File: config.mk
export PLATFORM = sky130hd
export DESIGN_NAME = period_meter_5bit_flat
export DESIGN_NICKNAME = d
export VERILOG_FILES = /design/src/rtl/period_meter_5bit_if.sv /design/src/rtl/period_meter_5bit.sv /design/src/flat_wrapper.sv
export SDC_FILE = /design/constraint.sdc
export NUM_CORES = 1
export LEC_CHECK = 0
export ABC_AREA = 1
export BUFFER_PORTS_ARGS = -buffer_cell sky130_fd_sc_hd__buf_4
export CAP_MARGIN = 5
export CORE_MARGIN = 2
export CORE_UTILIZATION = 47
export DETAILED_ROUTE_END_ITERATION = 8
export GPL_ROUTABILITY_DRIVEN = 0
export PLACE_DENSITY = 0.64
export SLEW_MARGIN = 10
export SYNTH_ARGS = -nofsm -noshare
export SYNTH_HDL_FRONTEND = slang
export SYNTH_SLANG_ARGS = --single-unit
File: constraint.sdc
create_clock -name clk -period 4.13 [get_ports clk]
set_clock_uncertainty 0.05 [all_clocks]
set_input_delay 0.826 -clock clk [delete_from_list [all_inputs] [get_ports clk]]
set_output_delay 0.826 -clock clk [all_outputs]
set_load 0.005 [all_outputs]
File: src/rtl/period_meter_5bit_if.sv
// Bus bundle for the period meter: control and stimulus inputs from the
// loop side, measurement results back out. The meter uses the slave view.
interface period_meter_5bit_if #(
    parameter int WIDTH = 5
);
    logic             enable;
    logic             sig_in;
    logic [WIDTH-1:0] expected;
    logic [WIDTH-1:0] period_out;
    logic             period_valid;
    logic             overflow;
    logic [WIDTH-1:0] freq_err;
    logic             freq_err_sign;
    logic             locked;

    modport master (
        output enable,
        output sig_in,
        output expected,
        input  period_out,
        input  period_valid,
        input  overflow,
        input  freq_err,
        input  freq_err_sign,
        input  locked
    );

    modport slave (
        input  enable,
        input  sig_in,
        input  expected,
        output period_out,
        output period_valid,
        output overflow,
        output freq_err,
        output freq_err_sign,
        output locked
    );
endinterface

File: src/rtl/period_meter_5bit.sv
// Period meter: counts clk cycles between rising edges of a slow, asynchronous
// loop clock, compares the result with an expected period and maintains a
// lock indicator from a streak of in-tolerance measurements.
module period_meter_5bit #(
    parameter int WIDTH       = 5,
    parameter int SYNC_STAGES = 2,
    parameter int LOCK_TOL    = 1,
    parameter int LOCK_COUNT  = 4
) (
    input  logic               clk,
    input  logic               reset,
    period_meter_5bit_if.slave bus
);

    localparam int STREAK_W = $clog2(LOCK_COUNT + 1);

    localparam logic [WIDTH-1:0]    CNT_MAX     = {WIDTH{1'b1}};
    localparam logic [WIDTH-1:0]    CNT_ZERO    = {WIDTH{1'b0}};
    localparam logic [WIDTH-1:0]    CNT_ONE     = WIDTH'(1);
    localparam logic [STREAK_W-1:0] STREAK_ZERO = {STREAK_W{1'b0}};
    localparam logic [STREAK_W-1:0] STREAK_ONE  = STREAK_W'(1);
    localparam logic [STREAK_W-1:0] STREAK_FULL = STREAK_W'(LOCK_COUNT);
    localparam logic [WIDTH:0]      TOL         = (WIDTH + 1)'(LOCK_TOL);

    typedef enum logic [1:0] {
        S_IDLE = 2'd0,
        S_ARM  = 2'd1,
        S_MEAS = 2'd2
    } state_t;

    // Magnitude of a - b, evaluated one bit wider so neither order can wrap.
    function automatic logic [WIDTH:0] abs_diff(input logic [WIDTH-1:0] a,
                                                input logic [WIDTH-1:0] b);
        logic [WIDTH:0] ea;
        logic [WIDTH:0] eb;
        ea = {1'b0, a};
        eb = {1'b0, b};
        if (ea > eb) begin
            abs_diff = ea - eb;
        end else begin
            abs_diff = eb - ea;
        end
    endfunction

    // Synchronizer and edge detect
    logic [SYNC_STAGES-1:0] r_sync;
    logic                   r_prev;
    logic                   w_edge;

    // Measurement state
    state_t                 r_state;
    logic [WIDTH-1:0]       r_count;
    logic                   r_sat;

    // Registered results
    logic [WIDTH-1:0]       r_period;
    logic [WIDTH-1:0]       r_err;
    logic                   r_sign;
    logic                   r_ovf;
    logic                   r_valid;
    logic                   r_locked;
    logic [STREAK_W-1:0]    r_streak;

    // Capture-time arithmetic
    logic [WIDTH:0]         w_abs;
    logic                   w_gt;
    logic                   w_in_tol;
    logic [STREAK_W-1:0]    w_streak_next;
    logic                   w_lock_next;

    // Bring sig_in into the clk domain and remember the last synced level.
    always_ff @(posedge clk or negedge reset) begin
        if (!reset) begin
            r_sync <= {SYNC_STAGES{1'b0}};
            r_prev <= 1'b0;
        end else begin
            r_sync <= {r_sync[SYNC_STAGES-2:0], bus.sig_in};
            r_prev <= r_sync[SYNC_STAGES-1];
        end
    end

    assign w_edge = r_sync[SYNC_STAGES-1] & ~r_prev;

    // Error magnitude, direction and the lock streak a capture this cycle would produce.
    always_comb begin
        w_abs         = abs_diff(r_count, bus.expected);
        w_gt          = (r_count > bus.expected);
        w_in_tol      = 1'b0;
        w_streak_next = STREAK_ZERO;
        w_lock_next   = 1'b0;

        // A saturated capture is never in tolerance, whatever the error.
        if (!r_sat && (w_abs <= TOL)) begin
            w_in_tol = 1'b1;
        end else begin
            w_in_tol = 1'b0;
        end

        if (!w_in_tol) begin
            w_streak_next = STREAK_ZERO;
        end else if (r_streak >= STREAK_FULL) begin
            w_streak_next = STREAK_FULL;
        end else begin
            w_streak_next = r_streak + STREAK_ONE;
        end

        if (w_streak_next == STREAK_FULL) begin
            w_lock_next = 1'b1;
        end else begin
            w_lock_next = 1'b0;
        end
    end

    // Measurement FSM: arm on the first edge, count clk cycles between edges,
    // capture results and update the lock streak on every later edge.
    always_ff @(posedge clk or negedge reset) begin
        if (!reset) begin
            r_state  <= S_IDLE;
            r_count  <= CNT_ZERO;
            r_sat    <= 1'b0;
            r_period <= CNT_ZERO;
            r_err    <= CNT_ZERO;
            r_sign   <= 1'b0;
            r_ovf    <= 1'b0;
            r_valid  <= 1'b0;
            r_locked <= 1'b0;
            r_streak <= STREAK_ZERO;
        end else begin
            r_valid <= 1'b0;
            // Disable wins over a coincident edge; captured results are kept.
            if (!bus.enable) begin
                r_state  <= S_IDLE;
                r_count  <= CNT_ZERO;
                r_sat    <= 1'b0;
                r_streak <= STREAK_ZERO;
                r_locked <= 1'b0;
            end else begin
                case (r_state)
                    S_IDLE: begin
                        r_count <= CNT_ZERO;
                        r_sat   <= 1'b0;
                        r_state <= S_ARM;
                    end
                    S_ARM: begin
                        if (w_edge) begin
                            r_count <= CNT_ONE;
                            r_sat   <= 1'b0;
                            r_state <= S_MEAS;
                        end else begin
                            r_count <= CNT_ZERO;
                        end
                    end
                    S_MEAS: begin
                        if (w_edge) begin
                            r_period <= r_count;
                            r_ovf    <= r_sat;
                            r_err    <= w_abs[WIDTH-1:0];
                            r_sign   <= w_gt;
                            r_valid  <= 1'b1;
                            r_streak <= w_streak_next;
                            r_locked <= w_lock_next;
                            r_count  <= CNT_ONE;
                            r_sat    <= 1'b0;
                        end else if (r_count == CNT_MAX) begin
                            // Counting past full scale: hold at max and remember it.
                            r_sat <= 1'b1;
                        end else begin
                            r_count <= r_count + CNT_ONE;
                        end
                    end
                    default: begin
                        r_state <= S_IDLE;
                        r_count <= CNT_ZERO;
                        r_sat   <= 1'b0;
                    end
                endcase
            end
        end
    end

    assign bus.period_out    = r_period;
    assign bus.period_valid  = r_valid;
    assign bus.overflow      = r_ovf;
    assign bus.freq_err      = r_err;
    assign bus.freq_err_sign = r_sign;
    assign bus.locked        = r_locked;

endmodule

File: src/flat_wrapper.sv
// flat-port wrapper written by rule: the top's interface ports become plain ports
module period_meter_5bit_flat 
#(
    parameter int WIDTH       = 5,
    parameter int SYNC_STAGES = 2,
    parameter int LOCK_TOL    = 1,
    parameter int LOCK_COUNT  = 4
)
  (clk, reset, bus_enable, bus_sig_in, bus_expected, bus_period_out, bus_period_valid, bus_overflow, bus_freq_err, bus_freq_err_sign, bus_locked);
  period_meter_5bit_if #(.WIDTH(WIDTH)) bus_i ();
  input  logic clk;
  input  logic reset;
  input wire logic [$bits(bus_i.enable)-1:0] bus_enable;
  input wire logic [$bits(bus_i.sig_in)-1:0] bus_sig_in;
  input wire logic [$bits(bus_i.expected)-1:0] bus_expected;
  output wire logic [$bits(bus_i.period_out)-1:0] bus_period_out;
  output wire logic [$bits(bus_i.period_valid)-1:0] bus_period_valid;
  output wire logic [$bits(bus_i.overflow)-1:0] bus_overflow;
  output wire logic [$bits(bus_i.freq_err)-1:0] bus_freq_err;
  output wire logic [$bits(bus_i.freq_err_sign)-1:0] bus_freq_err_sign;
  output wire logic [$bits(bus_i.locked)-1:0] bus_locked;
  assign bus_i.enable = bus_enable;
  assign bus_i.sig_in = bus_sig_in;
  assign bus_i.expected = bus_expected;
  assign bus_period_out = bus_i.period_out;
  assign bus_period_valid = bus_i.period_valid;
  assign bus_overflow = bus_i.overflow;
  assign bus_freq_err = bus_i.freq_err;
  assign bus_freq_err_sign = bus_i.freq_err_sign;
  assign bus_locked = bus_i.locked;
  period_meter_5bit #(.WIDTH(WIDTH), .SYNC_STAGES(SYNC_STAGES), .LOCK_TOL(LOCK_TOL), .LOCK_COUNT(LOCK_COUNT)) u_core (.clk(clk), .reset(reset), .bus(bus_i));
endmodule
== Word level (Yosys, flattened, before mapping) ==
Index checks and enable logic that the tools add are counted.
Widths: inputs -> output; s select.

* Add/subtract/negate cells: 4
* Order comparisons: 4
* Equal/unequal tests: 10
* Multiplexer cells: 27
* Bitwise gates (word level): 2
* Reduce and logical (&&, ||, !) cells: 7

{| class="wikitable"
|+ Operator list
! kind !! number
|-
| $mux 3 || 5
|-
| $mux 5 || 3
|-
| $mux 1 || 13
|-
| $sub 5x5->6 || 2
|-
| $gt 5x5->1 || 2
|-
| $pmux 5 s2 || 1
|-
| $le 6x1->1 const B || 1
|-
| $mux 6 || 1
|-
| $pmux 2 s3 || 1
|-
| $reduce_and 2->1 || 3
|-
| $add 5x1->5 const B || 1
|-
| $eq 5x5->1 const B || 1
|-
| $mux 2 || 2
|-
| $ne 2x1->1 const B || 2
|-
| $ne 4x2->1 const B || 1
|-
| $ne 4x3->1 const B || 1
|-
| $add 3x1->3 const B || 1
|-
| $eq 3x3->1 const B || 1
|-
| $ge 3x3->1 const B || 1
|-
| $ne 3x2->1 const B || 1
|-
| $reduce_and 3->1 || 1
|-
| $eq 2x1->1 const B || 1
|-
| $eq 2x2->1 const B || 1
|-
| $logic_not 2->1 || 1
|-
| other kinds (6) || 6
|}

* Flip-flop bits (word level): 28
* Input port bits: 9
* Output and inout bits: 14
* Logic and storage cells: 66

== Logic depth before layout (Yosys ltp) ==
Gate-level depths: netlist of run 1.

* Word-level depth: 11
* Gate-level depth with buffers: 17
* Depth with buffers taken out: 17

== Worst setup path after synthesis of run 1 ==
Ideal clock, no wire load.

* Path type: input to register
* Start point: input port bus_expected[0]
* End point: register u_core.r_locked, in the netlist u_core.bus.locked
* Setup time: 0.065 ns
* Data arrival time: 2.241 ns
* Data required time: 4.015 ns
* Path slack: 1.774 ns
* Stages: 14
* Path buffers: 0
* Path through: ha_1 -> inv_1 -> fa_1 -> nand2_1 -> inv_1 -> nand2_1 -> nand3_2 -> nand2_4 -> nand2_1 -> nand2_2 -> nand3_2 -> nor2_4 -> nand4_1 -> nand2_1

* Longest elaborated chain between the ends: 11

{| class="wikitable"
|+ RTL lines
! item !! line !! text
|-
| start: declaration || flat_wrapper.sv:15 || <nowiki>input wire logic [$bits(bus_i.expected)-1:0] bus_expected;</nowiki>
|-
| $sub 5x5->6 (tied with other cells) || period_meter_5bit.sv:41 || <nowiki>abs_diff = eb - ea;</nowiki>
|-
| $mux 6 * || period_meter_5bit.sv:38 || <nowiki>if (ea > eb) begin</nowiki>
|-
| $le 6x1->1 * || period_meter_5bit.sv:93 || <nowiki>if (!r_sat && (w_abs <= TOL)) begin</nowiki>
|-
| $logic_and 1x1->1 * || period_meter_5bit.sv:93 ||
|-
| $mux 1 * || period_meter_5bit.sv:93 ||
|-
| $mux 3 * || period_meter_5bit.sv:99 || <nowiki>if (!w_in_tol) begin</nowiki>
|-
| $eq 3x3->1 * || period_meter_5bit.sv:107 || <nowiki>if (w_streak_next == STREAK_FULL) begin</nowiki>
|-
| $mux 1 * || period_meter_5bit.sv:107 ||
|-
| $mux 1 * || period_meter_5bit.sv:154 || <nowiki>if (w_edge) begin</nowiki>
|-
| $mux 1 * || period_meter_5bit.sv:138 || <nowiki>case (r_state)</nowiki>
|-
| $mux 1 * || period_meter_5bit.sv:131 || <nowiki>if (!bus.enable) begin</nowiki>
|-
| end signal: assignment || period_meter_5bit.sv:161 || <nowiki>r_locked <= w_lock_next;</nowiki>
|-
| end: declaration || period_meter_5bit.sv:61 || <nowiki>logic r_locked;</nowiki>
|}

Mark *: on every way between the ends. The rest lies on a longest branch, timed or not. The select of a mux whose other input is x is not followed.
A chain may end at the register's enable or synchronous reset.

== Worst setup path after layout of run 1 ==
Same ends and word-level chain as after synthesis.

==> results by stage, run 1 <==
Floorplan:
- The placeable core region is 3690 sq um.
- The placement row count is 22.
- From left edge to right edge, the die measures 66.1 um.
- The die covers 4370 sq um.
- The die is ~66 um tall.
- The I/O pin total is 23.
- The effective utilization at floorplan is 0.492.

Synthesis:
- In this run the cell area of the synthesized design comes to 1810 sq um.
- The share of the Yosys chip area taken by registers is 0.386.
- The count of mapped cells out of synthesis is 235.
- The number of library cell types mapped by synthesis is 24.
- Of the total synthesized cell area, the portion taken by full adders, half adders and majority gates is 0.146.
- Synthesis inferred 28 register bits.
- The post-synthesis mux area share is 0.
- The xor and xnor fraction of the mapped netlist area is 0.0145.
- Of the total synthesized cell area, the portion taken by AND, OR, NAND and NOR gates is 0.271.
- By area, the combinational part of the netlist is dominated by simple AND/OR/NAND/NOR gates.
- The post-synthesis area per instance is 7.71 sq um.
- Counting every net in the synthesized netlist gives ~260.
- Yosys printed 0 warnings.
- The synthesized-area fraction occupied by ao, oa, aoi and oai cells is 0.0856.

Worst hold path:
- The end of the worst hold path is u_core.r_sync[1].
- The start point of the worst min-delay path is u_core.r_sync[0].
- In this run the worst hold path is classified as reg -> reg.
- The number of cells on the worst hold path is 0.

STA:
- Setup violations remaining at the end of the flow were counted as 0.
- The aggregate negative setup slack is 0 ns.
- The worst slew slack as a fraction of its limit is 0.575.
- The final critical-path share of the clock period is 0.572.
- The slew at the pin with the worst max-slew slack is 0.637 ns.
- The final-report max-slew violation count is 0.
- The maximum clock frequency is 424 MHz.
- The post-route worst hold slack is about 0.31 ns.
- The worst setup margin is 1.77 ns.
- The final hold violation count was 0.
- The final critical-path required period is 2.36 ns.
- Setup repair after global routing left no endpoint under its margin.

Worst setup path:
- STA classifies the critical path endpoint as a register.
- The critical path class is in -> reg.
- The maximum fanout along the worst path is 4.
- The critical path required time is 4.29 ns.
- In this run the critical register-to-register path is launched from u_core.r_count[0].
- The largest single stage delay on the critical path is slightly above 0.4 ns.
- Setup slack on the worst reg-to-reg path comes out at between 1.5 and 2 ns.
- The capturing point of the worst reg2reg path is u_core.bus.locked.
- The critical path goes through buf_4, inv_1, ha_1, fa_1, inv_1, nand2_1, nand2_1, nand2_1, nand2_1, nand2_1, inv_1, nand2_1, nand2_1, nand3_1, nor2_4, nand4_1, nand2_1.
- The data arrival at the endpoint of the critical path is 2.52 ns.
- The cell class contributing the biggest share of worst-path delay is simple AND/OR/NAND/NOR gates.
- STA classifies the critical path startpoint as an input port.
- The library cell contributing the largest single delay on the critical path is sky130_fd_sc_hd__fa_1.
- The number of buffer and inverter instances along the worst setup path is 4.
- The most repeated library cell on the critical path is sky130_fd_sc_hd__nand2_1.
- The number of cells traversed by the worst register-to-register path is 15.

Drt:
- Dividing the detail-routed wire length by the instance count gives 11.3 um.
- The post-route DRC violation count is 0.
- The via-per-instance ratio is 4.74.
- The detailed-route via count is ~1400.
- The remaining antenna violation count after routing is 0.
- The pre-antenna-repair detailed-routing pass consisted of 4 iterations.
- The final layout contains routed wiring with a total length of 3470 um.
- After the first detailed-routing iteration, the DRC count stood at between 60 and 70.

Finish:
- The top cell types in the final layout, fill and taps aside, are sky130_fd_sc_hd__nand2_1 (63), sky130_fd_sc_hd__inv_1 (41), sky130_fd_sc_hd__dfrtp_1 (28).
- The growth of design area from synthesis to finish is 15.7%.
- The diode insertion count for antenna repair is 0.
- Leaving out fill and tap cells, the most frequent cell in the layout is sky130_fd_sc_hd__nand2_1.
- The final standard cell area without fillers is 2100 sq um.
- The number of inserted filler cells in the final layout is 378.
- In the final layout, the share of cells above drive strength 1 is 0.159.
- The net count of the finished layout is 288.

Clock tree:
- At the later pin of the worst-skew pair, clock insertion delay measures 0.27 ns.
- Clock tree synthesis found a total of 28 sinks.
- After clock tree synthesis, the clock-pin slew on the worst setup and hold paths is around 0.090 ns.
- The clock passes through at most 2 buffers.
- TritonCTS built the clock tree.
- The number of buffers added to fix hold violations after cts is 0.
- The buffers inserted during post-CTS setup optimization is 0.
- The clock tree root driver cell is sky130_fd_sc_hd__clkbuf_8.
- The number of cells upsized or downsized after cts is 0.
- The total CTS buffers is 3.
- In this run the number of H-tree levels came out at 1.

Pwr:
- In this run the power density over the cells is 344 nW/um^2.
- The maximum vdd ir drop is 166 uV.
- The total leakage power is 1.11 nW.

Placement:
- Summing all placed instances gives a cell area of 2030 sq um.
- The number of I/O port buffers is 22.
- The setup slack at placement is 1.49 ns.
- The half-perimeter wire length of the detailed placement result is 2780 um.

GRT:
- The global-route congestion overflow total is 0.
- The global-route usage over all layers is 0.178.
- The number of antenna violations at the first check in global routing is 0.
- The first global-routing pass estimated just over 6000 um of wire.
- The via count of the first global-routing pass came to 1407.
- The maximum number of pins on one net before global-route repair is 29.

Status:
- The flow ran to the end, and the final reports show no timing, DRC or antenna violations.

Job:
- Max-cap violations in this run came to 0.
[metal layers]
| layer | share of wire | global-route usage | up-vias |
|---|---|---|---|
| met2 | 0.46 | 0.304 | 20 |
| li1 | - | - | 777 |
| met3 | 0.035 | 0.0204 | 2 |
| met4 | 0.0072 | 0.0306 | 0 |
| met5 | 0 | 0 | - |
| met1 | 0.49 | 0.246 | 650 |
[synth_stat cells]
library cell / n / area share
sky130_fd_sc_hd__nand4_1: 3 / 0.010
sky130_fd_sc_hd__clkbuf_1: 2 / 0.0041
sky130_fd_sc_hd__nand2_4: 1 / 0.0062
sky130_fd_sc_hd__nor2_1: 16 / 0.033
sky130_fd_sc_hd__nor2_4: 3 / 0.019
sky130_fd_sc_hd__o21ai_0: 19 / 0.052
sky130_fd_sc_hd__o2111ai_1: 1 / 0.0048
sky130_fd_sc_hd__o22ai_1: 1 / 0.0035
sky130_fd_sc_hd__xnor2_1: 1 / 0.0048
sky130_fd_sc_hd__nand3_1: 11 / 0.030
sky130_fd_sc_hd__nand3b_1: 1 / 0.0041
sky130_fd_sc_hd__nand2_2: 6 / 0.021
sky130_fd_sc_hd__fa_1: 2 / 0.022
sky130_fd_sc_hd__ha_1: 18 / 0.12
sky130_fd_sc_hd__dfrtp_1: 28 / 0.39
sky130_fd_sc_hd__nand3_2: 2 / 0.011
sky130_fd_sc_hd__nor3_1: 1 / 0.0028
sky130_fd_sc_hd__xor2_1: 2 / 0.0097
sky130_fd_sc_hd__buf_2: 1 / 0.0028
sky130_fd_sc_hd__nand2_1: 63 / 0.13
sky130_fd_sc_hd__a21oi_1: 9 / 0.025
sky130_fd_sc_hd__inv_1: 41 / 0.085
sky130_fd_sc_hd__or2_2: 1 / 0.0035
sky130_fd_sc_hd__inv_2: 2 / 0.0041
[worst reg2reg max path: stages (launching register included)]
cell	delay (ns)
sky130_fd_sc_hd__dfrtp_1	0.47
sky130_fd_sc_hd__inv_1	0.11
sky130_fd_sc_hd__ha_1	0.14
sky130_fd_sc_hd__inv_1	0.05
sky130_fd_sc_hd__fa_1	0.40
sky130_fd_sc_hd__nand2_1	0.10
sky130_fd_sc_hd__inv_1	0.06
sky130_fd_sc_hd__nand2_1	0.08
sky130_fd_sc_hd__nand3_2	0.12
sky130_fd_sc_hd__nand2_4	0.11
sky130_fd_sc_hd__nand2_1	0.06
sky130_fd_sc_hd__nand2_1	0.07
sky130_fd_sc_hd__nand3_1	0.12
sky130_fd_sc_hd__nor2_4	0.14
sky130_fd_sc_hd__nand4_1	0.09
sky130_fd_sc_hd__nand2_1	0.07
[area by class of cell]
type                       instances  area, sq um  share of cell area
multi-input combinational        161          938               0.447
tap                               48         60.1              0.0286
clock buffer                       3         41.3              0.0197
inverter                          43          161              0.0770
clock inverter                     1         30.0              0.0143
sequential                        28          701               0.334
timing repair buffer              22          165              0.0788
[through the flow]
step                utilization  instances  total power, mW
floorplan                     -        235            0.440
global placement          0.549        302            0.519
detailed placement        0.549        302            0.517
CTS                       0.569        306            0.733
global route              0.569        306            0.772
finish                    0.569        306            0.722
[sequential cells by signal, indices dropped and copies added, names as in the netlist, 2 cells and up]
register               cells
u_core.bus.freq_err        5
u_core.bus.period_out      5
u_core.r_count             5
u_core.r_state             2
u_core.r_streak            3
u_core.r_sync              2
[how the worst max path moves through the flow]
stage	startpoint	endpoint	slack [ns]	cells past startpoint
finish	bus_expected[0]	u_core.bus.locked	1.77	17
floorplan	bus_expected[0]	u_core.bus.locked	1.77	14
global route	bus_expected[0]	u_core.r_streak[1]	1.62	17
global placement	bus_expected[0]	u_core.bus.locked	1.49	17
detailed placement	bus_expected[0]	u_core.bus.locked	1.49	15
CTS	bus_expected[0]	u_core.bus.locked	1.77	17
[logic make-up (layout without fill, tap and decap cells)]
family / count (synthesis) / after routing
adder cells (fa/ha/maj): 20 / 20
AO/OA/AOI/OAI: 30 / 30
XOR/XNOR: 3 / 3
buffers and inverters: 46 / 69
flip-flops: 28 / 28
AND/OR/NAND/NOR: 108 / 108
[power by group]
group	switching [mW]	internal (mW)
clock	0.0851	0.130
sequential	0.0202	0.306
combinational	0.102	0.0793
(Power assumes the default switching activity.)
==> run 2, diff against run 1 <==
PLACE_DENSITY = 0.66   (was 0.64)
clock period = 1.9 ns   (was 4.13 ns; I/O delays follow)
==> run 2 against run 1 <==
  * The run now ends with setup timing left
  * Cell count is 15% higher
  * Sequential share of layout area shrank 5.8 points
  * Hold slack got worse by 0.15 ns
  * Register-to-register slack lost 2.0 ns
  * Via count increased by 16%
  * Wire length is 24% higher
  * Combinational power rose to 3.0 times the previous value
  * Largest cell class unchanged
==> results by stage, run 2 (synthesis results as in run 1) <==
Finish:
- The share of post-route cells with drive strength above 1 is 0.387.
- The non-filler instance count after layout is 353.
- 0 antenna diodes ended up in the layout.
- After filler insertion, the fill cell instance count of the layout stands at 311.
- The end-of-flow core utilization is 0.690.
- The most frequent standard cell in the layout excluding fill and tap cells is sky130_fd_sc_hd__buf_4.
- The growth of design area from synthesis to finish is 40.4%.
- In the final design database the tool counted 336 nets.
- In the layout the commonest cells are sky130_fd_sc_hd__buf_4 (66), sky130_fd_sc_hd__nand2_1 (54), sky130_fd_sc_hd__inv_1 (35).

STA:
- The count of final setup violators is 9.
- Timing would allow up to 482 MHz.
- The aggregate negative setup slack is -1.25 ns.
- The final critical-path required period is ~2.1 ns.
- The final-report max-slew violation count was 0.
- The post-route worst hold slack is roughly 0.16 ns.
- The slew at the pin with the worst max-slew slack is 0.360 ns.
- Once routing completed, OpenROAD measured the worst setup slack at -0.177 ns.
- Measured against its own limit, the worst slew margin works out to 0.760.
- Setup repair after global routing could not meet its margin everywhere.
- The final hold violation count is 0.
- The final critical-path share of the clock period is 1.09.

Drt:
- Wires add up to 4310 um.
- The length of the first detailed-routing pass in iterations is 4.
- In the routed layout, each cell is associated on average with a via count of roughly 4.7.
- The wire length per cell after detailed routing is 12.2 um.
- The post-route DRC violation count is 0.
- In this run, the number of DRC markers left after iteration 0 of detailed routing was 88.
- The routed layout has 1676 vias.
- The remaining antenna violation count after routing is 0.

GRT:
- The global-route congestion overflow total is 0.
- Entering global routing, the biggest net connects 29 pins.
- The first-pass GRT wire length is 7000 um.
- The global-route usage over all layers is 0.211.
- The via count of the first global-routing pass came to 1592.
- The number of antenna violations at the first check in global routing came to 0.

Clock tree:
- The clock insertion delay at the later pin of the skew report is 0.27 ns.
- The total CTS buffers is 3.
- TritonCTS built the clock tree.
- Counting every sink on the clock net gives 28.
- The clock-pin transition on the worst setup and hold timing paths is about 0.090 ns.
- CTS built an H-tree with a depth of 1.
- The longest clock path from root to sink contains 2 buffers.
- Clock tree synthesis selected as its root buffer the cell sky130_fd_sc_hd__clkbuf_8.

Floorplan:
- 23 I/O pins were placed.
- The total die area is around 4400 sq um.
- The floorplan step set the die width to 66.1 um.
- The core region is 3690 sq um.
- The floorplan die height is 66.1 um.
- The effective utilization at floorplan is 0.492.
- The placement row count is 22.

Job:
- The tool flagged a number of max-cap violations equal to 0.

Worst setup path:
- Along the worst path, the maximum fanout reaches 7.
- The critical path endpoint category is a register.
- STA classifies the critical path startpoint as a register.
- The critical path class is reg -> reg.
- The critical path required time is roughly 2 ns.
- The number of cells on the worst reg-to-reg path is 15.
- For the worst setup path, the data arrival time is 2.24 ns.

Status:
- The flow ran to the end, but the final reports show violations.
- The final reports fail on setup timing.

Pwr:
- In this run the static leakage power is 1.33 nW.
- After layout, the design draws a total of 1.57 mW.
- Dividing total power by cell area gives a power density of 615 nW/um^2.
- The maximum vdd ir drop is around 400 uV.

Placement:
- The half-perimeter wire length of the detailed placement result is between 3000 and 4000 um.
- After detailed placement, the design holds a cell count of 330.
- The number of I/O port buffers is 22.

Worst hold path:
- The min-delay analysis places its worst path in the category in -> reg.
- The number of cells on the worst hold path is 1.
[run 2: changes by cell type in the layout (fill, tap and decap cells not counted), moves of 3 or more]
cell | previous run | this run
sky130_fd_sc_hd__o21ai_0 | 19 | 13
sky130_fd_sc_hd__buf_4 | 22 | 66
sky130_fd_sc_hd__o21ai_2 | 0 | 5
sky130_fd_sc_hd__ha_1 | 18 | 15
sky130_fd_sc_hd__inv_2 | 2 | 7
sky130_fd_sc_hd__nand2_2 | 6 | 15
sky130_fd_sc_hd__nand2_1 | 63 | 54
sky130_fd_sc_hd__inv_1 | 41 | 35
sky130_fd_sc_hd__nor2_1 | 16 | 13
sky130_fd_sc_hd__buf_6 | 0 | 3
[run 2: path summary, 6_finish.rpt]
path                                   start                     end  slack [ns]
max in group asynchronous              reset       u_core.r_count[1]        1.00
hold / removal                    bus_sig_in        u_core.r_sync[0]        0.16
setup reg to reg           u_core.r_count[0]       u_core.bus.locked       -0.18
min in group asynchronous              reset  u_core.bus.freq_err[3]        0.50
hold reg to reg             u_core.r_sync[0]        u_core.r_sync[1]        0.31
setup / recovery           u_core.r_count[0]       u_core.bus.locked       -0.18
[run 2: layout make-up]
type | instances | area, sq um | share of cell area
multi-input cells | 161 | 1040 | 0.408
clock buffers | 3 | 41.3 | 0.0162
flip-flops and latches | 28 | 702 | 0.276
repair buffers | 70 | 539 | 0.212
well taps | 48 | 60.1 | 0.0236
inverters | 43 | 165 | 0.0649
[run 2: where the power goes]
group / switching [mW] / internal [mW] / total [mW] / leakage [nW]
Sequential: 0.0427 / 0.666 / 0.709 / 0.377
Clock: 0.174 / 0.142 / 0.316 / 0.0216
Combinational: 0.276 / 0.266 / 0.541 / 0.930
[run 2: metrics by stage]
stage                     instance area, sq um  worst slack, ns
final                                     2550           -0.177
after global routing                      2550           -0.293
after CTS                                 2440           -0.136
after detailed placement                  2240           -0.232
after global placement                    2240           -0.226
after floorplan                           1820          -0.0589
[run 2: timing repair]
| item | CTS | global route |
|---|---|---|
| resized for setup | 15 | 28 |
| setup endpoints to repair | 7 | 16 |
| buffers inserted | 14 | 6 |
| pin swaps | 4 | 7 |
| hold buffers | 1 | 0 |
| hold endpoints to repair | 28 | 0 |
[run 2: metal layers]
metal  up-vias  routed length [um]  global-route usage
met4         0                  21              0.0306
met3         2                  84              0.0358
met1       776                1880               0.260
met5         -                   0                   0
li1        877                   -                   -
met2        21                2330               0.393
[run 2: critical path, cell delays in order, from the launching register on]
cell and delay (ns):
sky130_fd_sc_hd__dfrtp_1 0.42, sky130_fd_sc_hd__inv_2 0.09, sky130_fd_sc_hd__ha_4 0.13, sky130_fd_sc_hd__inv_2 0.04, sky130_fd_sc_hd__fa_2 0.34, sky130_fd_sc_hd__nand2_2 0.10
sky130_fd_sc_hd__inv_2 0.05, sky130_fd_sc_hd__nand2_2 0.06, sky130_fd_sc_hd__nand3_2 0.09, sky130_fd_sc_hd__nand2_4 0.13, sky130_fd_sc_hd__nand2_2 0.06, sky130_fd_sc_hd__nand2_2 0.07
sky130_fd_sc_hd__nand3_2 0.09, sky130_fd_sc_hd__nor2_4 0.14, sky130_fd_sc_hd__nand4_1 0.10, sky130_fd_sc_hd__nand2_1 0.07
==> run 3, diff against run 2 <==
RECOVER_POWER = 25   (was not set)
==> run 3 against run 2 <==
  * The run still ends with setup timing left
  * Design area barely moved
  * Die area stayed put
  * Critical path depth unchanged
  * Cell count unchanged
  * Maximum frequency unchanged
  * Wire length about the same
  * Global-route usage unchanged
  * Clock-buffer cell count unchanged
  * Sequential share of layout area hardly changed
  * Largest cell class unchanged
==> results by stage, run 3 (synthesis results as in run 1) <==
Pwr:
- The power share of the clock group is 0.202.
- The power per cell area is between 600 and 700 nW/um^2.
- The portion of total power attributed to combinational logic is 0.345.
- The maximum vdd ir drop is 400 uV.
- The share of total power in sequential cells is 0.453.
- The total leakage power is 1.33 nW.
- Of the total power, the share spent switching nets is 0.315.
- Internal power comes to 1.07 mW.
- In this run the power spent charging and discharging nets is 0.492 mW.

STA:
- Setup repair after global routing could not meet its margin everywhere.
- The smallest clock period supported by the final layout is computed as 2.08 ns.
- Setup violations remaining at the end of the flow were counted as 9.
- The final-report max-slew violation count is 0.
- The slew at the pin with the worst max-slew slack is 0.697 ns.
- The aggregate negative setup slack is -1.25 ns.
- Across all hold checks on the routed design, the worst slack comes to 0.184 ns.
- In the finished design, the share of the clock period the worst path needs comes to 1.09.
- In this run the tightest slew margin relative to its limit is 0.536.
- The final hold violation count is 0.
- In the post-route analysis, the smallest setup slack over all paths is -0.177 ns.
- For this run, the top clock speed supported by timing is between 400 and 500 MHz.

Worst setup path:
- Among all stages on the critical path, the largest delay is contributed by sky130_fd_sc_hd__dfrtp_1.
- The worst register-to-register path ends at u_core.bus.locked.
- The most repeated library cell on the critical path is sky130_fd_sc_hd__nand2_2.
- The critical path class is reg -> reg.
- The maximum fanout along the worst path is 7.
- Data on the critical path arrives at its endpoint at 2.24 ns.
- The worst setup path is captured at a register.
- The signal on the critical path passes through inv_2, ha_4, inv_2, fa_2, nand2_2, inv_2, nand2_2, nand3_2, nand2_4, nand2_2, nand2_2, nand3_2, nor2_4, nand4_1, nand2_1.
- The critical path required time is 2.06 ns.
- The number of cells traversed by the worst register-to-register path is 15.
- The cell class contributing the biggest share of worst-path delay is simple AND/OR/NAND/NOR gates.
- The number of buffer and inverter instances along the worst setup path is 3.
- For this run, the slowest stage of the critical path takes approximately 0.42 ns.
- The critical path launch point type is a register.
- For flop-to-flop paths, the worst setup slack is -0.18 ns.
- The path length in cells of the critical path is 15.
- The startpoint identified for the worst register-to-register timing path is u_core.r_count[0].

GRT:
- For this run, global-route usage on met1 was measured as 0.260.
- The met2 usage is 0.393.
- The maximum number of pins on one net before global-route repair is 29.
- The number of antenna violations at the first check in global routing is 0.
- The first global-routing pass estimated 7000 um of wire.
- The met3 demand-to-capacity share in global routing is 0.0358.
- In the global route stage, overall resource usage came out at 0.211.
- The via count of the first global-routing pass is 1592.
- After global routing the overflow that remains totals 0.
- The global-route layer with the greatest usage is met2.

Clock tree:
- The total clock sinks is 28.
- The clock tree root driver cell is sky130_fd_sc_hd__clkbuf_8.
- The number of H-tree levels is 1.
- The clock insertion delay at the later pin of the skew report is 0.27 ns.
- The clock-pin transition on the worst setup and hold timing paths is 0.09 ns.
- The maximum clock insertion buffer count is 2.
- TritonCTS created 3 clock buffers.
- The clock tree from TritonCTS is done.

Placement:
- Detailed placement finished with a half-perimeter wire length of 3080 um.
- The number of I/O port buffers is 22.

Finish:
- Measured on the finished design, the core utilization comes to 0.690.
- Leaving out fill and tap cells, the most frequent cell in the layout is sky130_fd_sc_hd__buf_4.
- The share of post-route cells with drive strength above 1 is 0.387.
- The growth of design area from synthesis to finish is 40.3%.
- The filler cells instantiated in the layout total 312.
- In the layout the commonest cells are sky130_fd_sc_hd__buf_4 (64), sky130_fd_sc_hd__nand2_1 (54), sky130_fd_sc_hd__inv_1 (35).
- The final layout contains roughly 340 nets.
- The repair_antennas step left the layout with diodes totalling 0.

Drt:
- In the final routed layout, each cell accounts on average for 12.2 um.
- The first routing iteration left 88 violations.
- Once detail routing completed, the nets flagged for antenna violations numbered 0.
- The first detailed-routing pass took 4 iterations.
- The total detailed-routing wirelength is about 4300 um.
- The post-route DRC violation count is 0.
- The detailed-route via count is 1676.
- The via-per-instance ratio is 4.75.

Floorplan:
- The total die area is 4370 sq um.
- The floorplan step set the die width to 66.1 um.
- The floorplan step set the die height to 66.1 um.
- The core region is 3690 sq um.
- The effective utilization at floorplan is 0.492.
- For this design the top-level I/O count stands at 23.
- The floorplan has 22 rows.

Worst hold path:
- In this run the most critical hold path is launched from bus_sig_in.
- The type of the tightest min-delay check is in -> reg.
- The end of the worst hold path is u_core.r_sync[0].
- The number of cells on the worst hold path is 1.

Status:
- The flow ran to the end, but the final reports show violations.
- The checks that failed: setup timing.

Job:
- Max-cap violations in this run came to 0.
run 3: changes by cell type in the layout (fill, tap and decap cells not counted), sizes merged:
cell and change:
clkbuf +2, buf -2
run 3: area by class of cell:
type	count	area [sq um]	area share
clock buffers	3	41.3	0.0162
inverters	43	165	0.0649
flip-flops and latches	28	702	0.276
repair buffers	70	537	0.211
well taps	48	60.1	0.0236
multi-input cells	161	1040	0.408
run 3: power groups by stage:
stage | combinational [mW] | clock (mW) | sequential, mW
floorplan | 0.238 | 0 | 0.719
global placement | 0.438 | 0 | 0.716
detailed placement | 0.438 | 0 | 0.719
CTS | 0.492 | 0.329 | 0.707
global route | 0.617 | 0.349 | 0.717
finish | 0.541 | 0.316 | 0.709
run 3: what timing repair did:
action / in CTS / in global routing
gates resized for setup: 15 / 28
endpoints found under the hold margin: 28 / 0
pin swaps: 4 / 7
setup endpoints to repair: 7 / 16
setup buffers: 14 / 6
hold buffers: 1 / 0
run 3: how the worst max path moves through the flow:
stage,start,end
5_1_grt,u_core.r_count[0],u_core.r_streak[1]
4_1_cts,u_core.r_count[0],u_core.bus.locked
3_3_place_gp,bus_expected[0],u_core.bus.locked
6_report,u_core.r_count[0],u_core.bus.locked
3_5_place_dp,bus_expected[0],u_core.bus.locked
2_1_floorplan,u_core.r_count[0],u_core.bus.locked
run 3: worst register-to-register path: stages (launching register included):
cell	delay (ns)
sky130_fd_sc_hd__dfrtp_1	0.42
sky130_fd_sc_hd__inv_2	0.09
sky130_fd_sc_hd__ha_4	0.13
sky130_fd_sc_hd__inv_2	0.04
sky130_fd_sc_hd__fa_2	0.34
sky130_fd_sc_hd__nand2_2	0.10
sky130_fd_sc_hd__inv_2	0.05
sky130_fd_sc_hd__nand2_2	0.06
sky130_fd_sc_hd__nand3_2	0.09
sky130_fd_sc_hd__nand2_4	0.13
sky130_fd_sc_hd__nand2_2	0.06
sky130_fd_sc_hd__nand2_2	0.07
sky130_fd_sc_hd__nand3_2	0.09
sky130_fd_sc_hd__nor2_4	0.14
sky130_fd_sc_hd__nand4_1	0.10
sky130_fd_sc_hd__nand2_1	0.07
run 3: metal layers:
metal | vias to the layer above | wire length [um]
li1 | 877 | -
met1 | 776 | 1880
met2 | 21 | 2320
met3 | 2 | 84
met4 | 0 | 21
met5 | - | 0
run 3: through the flow:
| stage | power, mW | instances | cell area [sq um] | setup slack (ns) |
|---|---|---|---|---|
| finish | 1.57 | 353 | 2540 | -0.177 |
| global route | 1.68 | 353 | 2540 | -0.293 |
| CTS | 1.53 | 348 | 2440 | -0.136 |
| detailed placement | 1.16 | 330 | 2240 | -0.232 |
| global placement | 1.15 | 330 | 2240 | -0.226 |
| floorplan | 0.957 | 235 | 1820 | -0.0589 |
